**config.mk**
```make
export PLATFORM = sky130hd
export DESIGN_NAME = pipe_adder
export DESIGN_NICKNAME = d
export VERILOG_FILES = /design/src/rtl/pipe_adder.sv
export SDC_FILE = /design/constraint.sdc
export NUM_CORES = 1
export LEC_CHECK = 0
export ABC_AREA = 1
export BUFFER_PORTS_ARGS = -buffer_cell sky130_fd_sc_hd__clkbuf_2
export CORE_MARGIN = 2
export CORE_UTILIZATION = 55
export CTS_BUF_LIST = sky130_fd_sc_hd__clkbuf_4 sky130_fd_sc_hd__clkbuf_8 sky130_fd_sc_hd__clkbuf_16
export CTS_CLUSTER_SIZE = 12
export DETAILED_ROUTE_END_ITERATION = 7
export PLACE_DENSITY = 0.79
export SKIP_LAST_GASP = 1
export SYNTH_ARGS = -nofsm -noshare
export SYNTH_HDL_FRONTEND = slang
export SYNTH_SLANG_ARGS = --single-unit
```
**constraint.sdc**
```tcl
create_clock -name clk -period 2.6 [get_ports clk]
set_clock_uncertainty 0.1 [all_clocks]
set_input_delay 0.26 -clock clk [delete_from_list [all_inputs] [get_ports clk]]
set_output_delay 0.26 -clock clk [all_outputs]
set_load 0.02 [all_outputs]
```
**src/rtl/pipe_adder.sv**
```systemverilog
// pipe_adder: segmented-carry pipelined add/sub/neg/compare unit; optional sticky overflow via PIPE_ADDER_SO_STICKY_EN
package Pu_types;
    typedef enum logic [2:0] {Alu_add, Alu_sub, Alu_neg, Alu_cmp, Alu_cmpl} Alu_op;
    typedef struct packed {
        logic lt;
        logic gt;
        logic eq;
        logic ov;
    } Cr_field;
endpackage

module pipe_adder
    import Pu_types::*;
#(
    parameter int DWIDTH = 32,
    parameter int SEGS   = 2
) (
    input  logic              clk,
    input  logic              reset,
    input  logic              in_valid,
    output logic              in_ready,
    input  Alu_op             op,
    input  logic [DWIDTH-1:0] a,
    input  logic [DWIDTH-1:0] b,
    input  logic              cin,
    input  logic              flush,
    input  logic              so_clr,
    output logic              out_valid,
    input  logic              out_ready,
    output logic [DWIDTH-1:0] res,
    output logic              cout,
    output Cr_field           cr,
    output logic              so
);
    localparam int W = DWIDTH / (SEGS < 1 ? 1 : SEGS);

    if (SEGS < 1 || SEGS > DWIDTH || DWIDTH % SEGS != 0) begin : g_bad_cfg
        $error("pipe_adder: SEGS must divide DWIDTH and lie in 1..DWIDTH");
    end

    typedef struct packed {
        logic [DWIDTH-1:0] x;
        logic [DWIDTH-1:0] b;
        logic [DWIDTH-1:0] s;
        logic              c;
        Alu_op             op;
    } stage_t;

    stage_t          src  [SEGS];
    stage_t          nxt  [SEGS];
    stage_t          st_q [SEGS];
    stage_t          last;
    logic [SEGS-1:0] v;
    logic [SEGS-1:0] vsrc;
    logic [SEGS:0]   en;
    logic [W:0]      sum;
    logic            n;
    logic            z;
    logic            ovf;
    Cr_field         crf;

    // Stage k adds slice k with the carry handed on by stage k-1; a stage loads when it is empty or its successor loads
    always_comb begin
        sum = '0;
        src[0].x = op == Alu_add ? a : ~a;
        src[0].b = b;
        src[0].s = '0;
        src[0].c = (op == Alu_cmp || op == Alu_cmpl) ? 1'b1 : cin;
        src[0].op = op;
        vsrc[0] = in_valid;
        for (int i = 1; i < SEGS; i++) begin
            src[i] = st_q[i-1];
            vsrc[i] = v[i-1];
        end
        for (int i = 0; i < SEGS; i++) begin
            sum = {1'b0, src[i].x[i*W +: W]} + {1'b0, src[i].b[i*W +: W]} + {{W{1'b0}}, src[i].c};
            nxt[i] = src[i];
            nxt[i].s[i*W +: W] = sum[W-1:0];
            nxt[i].c = sum[W];
        end
        en[SEGS] = out_ready;
        for (int i = SEGS - 1; i >= 0; i--) en[i] = ~v[i] | en[i+1];
    end

    // Pipeline registers; flush only kills valid bits so payloads are never disturbed needlessly
    always_ff @(posedge clk or negedge reset) begin
        if (!reset) begin
            v <= '0;
            for (int i = 0; i < SEGS; i++) st_q[i] <= '0;
        end else begin
            for (int i = 0; i < SEGS; i++) begin
                if (flush) v[i] <= 1'b0;
                else if (en[i]) v[i] <= vsrc[i];
                if (en[i]) st_q[i] <= nxt[i];
            end
        end
    end

    assign last      = st_q[SEGS-1];
    assign in_ready  = en[0];
    assign out_valid = v[SEGS-1];
    assign res       = last.s;
    assign cout      = last.c;

    // Condition bits from the final sum: compares evaluate b - a, so sign/overflow and carry give the orderings
    always_comb begin
        n = last.s[DWIDTH-1];
        z = ~|last.s;
        ovf = (last.x[DWIDTH-1] == last.b[DWIDTH-1]) && (n != last.x[DWIDTH-1]);
        crf = last.op == Alu_cmp  ? Cr_field'{lt: (n == ovf) && !z, gt: n != ovf, eq: z, ov: 1'b0} :
              last.op == Alu_cmpl ? Cr_field'{lt: last.c && !z, gt: !last.c, eq: z, ov: 1'b0} :
                                    Cr_field'{lt: n, gt: !n && !z, eq: z, ov: ovf};
        cr = out_valid ? crf : '0;
    end

`ifdef PIPE_ADDER_SO_STICKY_EN
    // Sticky overflow: an overflowing consume wins over a simultaneous clear
    always_ff @(posedge clk or negedge reset) begin
        if (!reset) so <= 1'b0;
        else if (out_valid && out_ready && cr.ov) so <= 1'b1;
        else if (so_clr) so <= 1'b0;
    end
`else
    logic unused_so_clr;
    assign unused_so_clr = so_clr;
    assign so = 1'b0;
`endif
endmodule

```
==> summary.txt, run 1 <==
================================================================================
Setup repair after global routing missed its margin                        false
Via count of the first global-routing pass                                  4788
Number of nets in the final layout                                          1056
Detailed Place HPWL                                                     10310 um
Fmax                                                                   450.3 MHz
Register cell area after layout                                       2302 sq um
CTS sink cnt                                                                  92
Cell seen most often among critical-path stages                     sky130_fd_sc_hd__inv_2
Nature of the critical path endpoint                                primary output
Number of max-capacitance violations reported                                  0
Routed WL per cell                                                      12.46 um
Reg-to-reg critical path startpoint                                       src[3]
Clock Power Share                                                          0.223
Sw power                                                              0.001644 W
Post-detailed-route DRC marker count                                           0
Outcome                                                                completed
Pint                                                                  0.002649 W
Residual overflow from global routing                                          0
Post-synth net total                                                         968
DIE AREA                                                             11990 sq um
Data required time at the worst endpoint                                 2.24 ns
Hold Path Sink                                                           nxt[67]
Slew headroom                                                             0.5213
Multi-input gate area in the final layout                             3030 sq um
Synth Warn #                                                                   0
Leakage power total                                                     3.791 nW
Hold violation total from the final report                                     0
Synth-to-Final Area Change                                                12.45%
Number of hold-repair buffers added at the cts stage                          16
Std cell rows                                                                 38
Post-Route WL                                                           13620 um
Root Buffer                                                         sky130_fd_sc_hd__clkbuf_8
Effective utilization at floorplan                                        0.5646
# fillers                                                                    996
CTS buffer count                                                               9
Number of cells traversed by the worst hold path                               3
Kind of critical path                                                    reg2out
Sequential area share after synthesis                                     0.3761
Endpoints failing setup                                                        0
Worst setup SP type                                                         flop
Relative contribution of sequential cells to total power                   0.440
Flop2flop setup slack                                                    0.53 ns
First DRT Iteration DRCs                                                     336
Distinct cell type count of the synthesized netlist                           30
Clock Latency Late Sink                                                  0.37 ns
Slowest cell on the critical path                                   sky130_fd_sc_hd__inv_2
Worst Reg-to-Reg Cells                                                         9
Routed vias                                                                 5265
Fraction of power spent switching nets                                    0.3829
Final period demand of the worst path                                   2.221 ns
Tightest Hold Check Type                                                  in2reg
Startpoint of the worst hold path                                          b[31]
Maximum number of buffers from clock root to sink                              2
Endpoint of the most critical register-to-register path                  res[22]
Power per unit of standard cell area                                623.8 nW/um^2
Post-Place Cells                                                            1061
Total routing usage reported by global routing                            0.2458
Ant diodes                                                                     0
Die Wd                                                                  109.5 um
Remaining antenna violation count                                              0
Post-Synthesis Cells                                                         860
Average size of a mapped cell                                        7.117 sq um
Worst stage delay on the critical path                                   0.52 ns
Count of port buffers added during placement                                 111
Maximum level of the CTS H-tree                                                3
Final-layout setup total negative slack                                     0 ns
Yosys top cell area share                                                 0.3761
Top post-synthesis cells by area                                    sky130_fd_sc_hd__dfrtp_1 (38%), sky130_fd_sc_hd__nand2_1 (20%), sky130_fd_sc_hd__inv_1 (6.3%), sky130_fd_sc_hd__ha_1 (6.1%), sky130_fd_sc_hd__buf_4 (4.3%)
Crit-path cells                                                     inv_2 -> nor2_4 -> inv_2 -> nor2_4 -> inv_2 -> clkbuf_2
Ratio of final minimum period to clock period                             0.8541
Clock tree from TritonCTS                                                    yes
Largest net degree at the start of global routing                             67
Max-slew violations                                                            0
CP Data Arrival Time                                                     1.86 ns
Fraction of layout instances using a drive strength above 1               0.1469
Worst ir drop on vdd                                                 0.0002941 V
Non-filler cells in the finished layout                                     1093
Count of pins on the block boundary                                          114
Post-synthesis sequential element count                                       92
Cell taking the most area after synthesis                           sky130_fd_sc_hd__dfrtp_1
Netlist area before placement                                         6121 sq um
Number of antenna violations at the first check in global routing              0
Biggest fanout along the worst timing path                                    40
Resize count post-CTS                                                          0
First drt pass iteration count                                                 5
Placer Congestion                                                         0.8682
Post-CTS setup buffer count                                                    0
Die extent in y                                                         109.5 um
Transition time at the pin with the least slew margin                  0.7170 ns
Core region area                                                     10840 sq um
Global-route wire length before repair                                  22880 um
Combinational share of power                                               0.337
Clock-pin transition on the worst setup and hold timing paths            0.09 ns
Number of vias per cell                                                    4.817
================================================================================
cells in the final DEF, fill, tap and decap left out, types with 2 or more instances in the layout:
master	instances
sky130_fd_sc_hd__clkinvlp_4	3
sky130_fd_sc_hd__ha_1	30
sky130_fd_sc_hd__or2_1	4
sky130_fd_sc_hd__fa_1	4
sky130_fd_sc_hd__nor2_1	54
sky130_fd_sc_hd__nor2_4	2
sky130_fd_sc_hd__nand3_1	50
sky130_fd_sc_hd__dlygate4sd3_1	16
sky130_fd_sc_hd__o21ai_1	14
sky130_fd_sc_hd__buf_12	2
sky130_fd_sc_hd__a21oi_1	21
sky130_fd_sc_hd__inv_1	103
sky130_fd_sc_hd__nand3b_1	5
sky130_fd_sc_hd__or2_2	2
sky130_fd_sc_hd__xnor2_1	19
sky130_fd_sc_hd__dfrtp_1	92
sky130_fd_sc_hd__xor2_1	18
sky130_fd_sc_hd__clkbuf_2	110
sky130_fd_sc_hd__o21ai_0	36
sky130_fd_sc_hd__nand4_1	4
sky130_fd_sc_hd__clkbuf_8	12
sky130_fd_sc_hd__nand2_1	329
sky130_fd_sc_hd__nor3_1	7
sky130_fd_sc_hd__buf_4	4
sky130_fd_sc_hd__or2_0	3
sky130_fd_sc_hd__inv_2	3
critical path, delay by kind of cell (launching register included):
family                 cells  cell delay, ns
DFF                        1            0.41
buffers and inverters      4            0.99
and+or+nand+nor            2            0.08
registers in the layout, indices dropped and copies added, names as in the netlist:
register,cells
cout,1
last,5
res,32
src,1
v,2
nxt,51
layer usage:
metal | part of all wire | global-route usage
met1 | 0.54 | 0.3952
met2 | 0.39 | 0.3408
met3 | 0.060 | 0.04209
met4 | 0.0097 | 0.05877
met5 | 0 | 0
worst max-delay path by stage:
stage,startpoint,to,cells past startpoint
after global routing,op[1],nxt[16],15
final,v[1],in_ready,6
after global placement,op[1],nxt[10],13
after detailed placement,op[1],nxt[10],13
after CTS,v[1],in_ready,6
after floorplan,op[1],nxt[10],13
layout make-up:
cell class / instances / area share
Timing Repair Buffer: 132 / 0.1134
Inverter: 106 / 0.05781
Sequential cell: 92 / 0.3345
Clock buffer: 12 / 0.02400
Multi-Input combinational cell: 607 / 0.4403
Tap cell: 140 / 0.02545
Clock inverter: 4 / 0.004545
power by group through the flow:
stage	Clock, W	Sequential (W)	Combinational, W
after global placement	0	0.00191	0.00140
final	0.000956	0.00189	0.00145
after detailed placement	0	0.00191	0.00142
after CTS	0.000974	0.00189	0.00145
after global routing	0.00102	0.00192	0.00164
after floorplan	0	0.00185	0.00119
logic make-up (layout without fill, tap and decap cells):
family	count (synthesis)	in the layout	share of synthesized area
other cells	1	1	0.0006127
xor+xnor	37	37	0.05294
compound gates	73	73	0.06051
flops	92	92	0.3761
simple gates	462	462	0.3066
buf+inv	161	254	0.1288
fa+ha+maj	34	34	0.07441
synth_stat cells:
cell type	number
sky130_fd_sc_hd__a21oi_1	21
sky130_fd_sc_hd__and2_1	1
sky130_fd_sc_hd__buf_2	11
sky130_fd_sc_hd__buf_4	35
sky130_fd_sc_hd__buf_6	5
sky130_fd_sc_hd__clkbuf_1	3
sky130_fd_sc_hd__clkbuf_2	1
sky130_fd_sc_hd__conb_1	1
sky130_fd_sc_hd__dfrtp_1	92
sky130_fd_sc_hd__fa_1	4
sky130_fd_sc_hd__ha_1	30
sky130_fd_sc_hd__inv_1	103
sky130_fd_sc_hd__inv_2	3
sky130_fd_sc_hd__nand2_1	329
sky130_fd_sc_hd__nand2_2	1
sky130_fd_sc_hd__nand3_1	50
sky130_fd_sc_hd__nand3b_1	5
sky130_fd_sc_hd__nand4_1	4
sky130_fd_sc_hd__nor2_1	54
sky130_fd_sc_hd__nor2_4	2
sky130_fd_sc_hd__nor3_1	7
sky130_fd_sc_hd__o2111ai_1	1
sky130_fd_sc_hd__o21ai_0	36
sky130_fd_sc_hd__o21ai_1	14
sky130_fd_sc_hd__o22ai_1	1
sky130_fd_sc_hd__or2_0	3
sky130_fd_sc_hd__or2_1	4
sky130_fd_sc_hd__or2_2	2
sky130_fd_sc_hd__xnor2_1	19
sky130_fd_sc_hd__xor2_1	18
metrics by stage:
step / setup slack [ns] / util / total power, W / hold slack, ns / area (sq um)
2_1_floorplan: 0.2346 / - / 0.003037 / -0.1356 / 6121
3_3_place_gp: 0.1883 / 0.6020 / 0.003304 / 0.1928 / 6526
3_5_place_dp: 0.1121 / 0.6020 / 0.003337 / 0.1946 / 6526
4_1_cts: 0.3585 / 0.6349 / 0.004309 / 0.01104 / 6883
5_1_grt: 0.2113 / 0.6349 / 0.004591 / 0.02792 / 6883
6_report: 0.3795 / 0.6349 / 0.004293 / 0.02606 / 6883
(Power assumes the default switching activity.)
==> inputs of run 2 (changes only) <==
- clock period: 2.6 -> 2.53 ns (I/O delays scaled with it)
==> summary.txt, run 2 (synthesis gave the netlist of run 1 again) <==
================================================================================
Outcome                                                                completed
Post-Route WL                                                           13760 um
Synth-to-Final Area Change                                                12.26%
Slew headroom                                                             0.5051
First DRT Iteration DRCs                                                     327
Power per unit of standard cell area                                644.9 nW/um^2
Most common cell after layout, fill and taps aside                  sky130_fd_sc_hd__nand2_1
Clock Latency Late Sink                                                  0.36 ns
DIE AREA                                                             11990 sq um
Routed WL per cell                                                      12.59 um
Root Buffer                                                         sky130_fd_sc_hd__clkbuf_8
Endpoints failing setup                                                        0
Fmax                                                                   455.0 MHz
Global-route wire length before repair                                  22940 um
Number of nets in the final layout                                          1057
Reg-to-reg critical path startpoint                                       src[3]
Largest net degree at the start of global routing                             67
Setup repair after global routing missed its margin                        false
Hold violation total from the final report                                     0
Post-Place Cells                                                            1064
Core region area                                                     10840 sq um
Tightest Hold Check Type                                                  in2reg
Remaining antenna violation count                                              0
Startpoint of the worst hold path                                          b[20]
Biggest fanout along the worst timing path                                    40
Worst Reg-to-Reg Cells                                                         9
Number of max-capacitance violations reported                                  0
CP Data Arrival Time                                                     1.84 ns
Number of vias per cell                                                    4.905
Maximum number of buffers from clock root to sink                              2
Data required time at the worst endpoint                                 2.18 ns
Total routing usage reported by global routing                            0.2433
First drt pass iteration count                                                 5
Detailed Place HPWL                                                     10500 um
Commonest cells after routing, fill and taps aside                  sky130_fd_sc_hd__nand2_1 (329), sky130_fd_sc_hd__clkbuf_2 (110), sky130_fd_sc_hd__inv_1 (103), sky130_fd_sc_hd__dfrtp_1 (92), sky130_fd_sc_hd__nor2_1 (54)
Final hold slack                                                      0.01845 ns
Flop2flop setup slack                                                    0.48 ns
Final cell utilization of the core                                        0.6339
Maximum level of the CTS H-tree                                                3
Via count of the first global-routing pass                                  4899
Clock-pin transition on the worst setup and hold timing paths            0.09 ns
Number of cells traversed by the worst hold path                               3
Residual overflow from global routing                                          0
Least setup slack across all paths after layout                        0.3321 ns
Routed vias                                                                 5361
Effective utilization at floorplan                                        0.5646
Endpoint of the most critical register-to-register path                  res[22]
CTS sink cnt                                                                  92
Die extent in y                                                         109.5 um
Minimum setup slack after placement                                    0.1103 ns
Clock tree from TritonCTS                                                    yes
Hold Path Sink                                                           nxt[56]
CTS buffer count                                                               9
Resize count post-CTS                                                          0
Count of pins on the block boundary                                          114
Nature of the critical path endpoint                                primary output
Worst setup SP type                                                         flop
Post-detailed-route DRC marker count                                           0
Kind of critical path                                                    reg2out
Non-filler cells in the finished layout                                     1093
Worst ir drop on vdd                                                 0.0003814 V
Leakage power total                                                     3.792 nW
Ratio of final minimum period to clock period                             0.8687
Number of antenna violations at the first check in global routing              0
Max-slew violations                                                            0
Std cell rows                                                                 38
Transition time at the pin with the least slew margin                  0.7412 ns
Final-layout setup total negative slack                                     0 ns
Final period demand of the worst path                                   2.198 ns
Placer Congestion                                                         0.8823
Die Wd                                                                  109.5 um
Ant diodes                                                                     0
Fraction of layout instances using a drive strength above 1               0.1490
Number of flip-flops in the largest register                                  51
Count of port buffers added during placement                                 111
================================================================================
==> run 2: cell count changes in the layout (fill, tap and decap cells not counted), sizes merged <==
cell,previous run,this run
dlygate4sd3,16,14
inv,107,109
buf,6,9
bufinv,0,1
clkbuf,122,119
clkinvlp,3,2
==> run 2: area by class of cell <==
type / count / area (sq um)
clock buffers: 9 / 123.9
clock inverters: 6 / 71.32
fillers: 1048 / 3969
inverters: 106 / 397.9
multi-input cells: 607 / 3030
flip-flops and latches: 92 / 2302
well taps: 140 / 175.2
repair buffers: 133 / 770.7
==> run 2: power breakdown <==
part           total, W  switching, W  internal [W]
Combinational   0.00149      0.000943      0.000545
Sequential      0.00194      0.000205       0.00174
Clock           0.00100      0.000541      0.000462
Total           0.00443       0.00169       0.00274
==> run 2: repair_timing <==
| action | in CTS | in global routing |
|---|---|---|
| hold buffers | 14 | 0 |
| buffers inserted | 0 | 0 |
| endpoints found under the hold margin | 53 | 0 |
==> run 2: worst max path at each step <==
stage	from	endpoint	cells after the start
finish	v[1]	in_ready	6
global route	v[1]	in_ready	6
CTS	v[1]	in_ready	6
detailed placement	op[1]	nxt[16]	15
global placement	op[1]	nxt[11]	12
floorplan	op[1]	nxt[10]	13
==> run 2: metrics by stage <==
| stage | instance area (sq um) | total power, W |
|---|---|---|
| 2_1_floorplan | 6121 | 0.003121 |
| 3_3_place_gp | 6536 | 0.003397 |
| 3_5_place_dp | 6536 | 0.003429 |
| 4_1_cts | 6872 | 0.004447 |
| 5_1_grt | 6872 | 0.004746 |
| 6_report | 6872 | 0.004432 |
==> run 2: critical path: stages, from the launching register on <==
cell                       delay, ns
sky130_fd_sc_hd__dfrtp_1        0.41
sky130_fd_sc_hd__inv_2          0.10
sky130_fd_sc_hd__nor2_4         0.04
sky130_fd_sc_hd__inv_2          0.07
sky130_fd_sc_hd__nor2_4         0.04
sky130_fd_sc_hd__inv_2          0.54
sky130_fd_sc_hd__clkbuf_2       0.29
==> run 2: routing by layer <==
metal / vias to the layer above / track usage / part of all wire
li1: 2794 / - / -
met1: 2409 / 0.3870 / 0.53
met2: 150 / 0.3523 / 0.42
met3: 8 / 0.03142 / 0.051
met4: 0 / 0.05335 / 0.0076
met5: - / 0 / 0
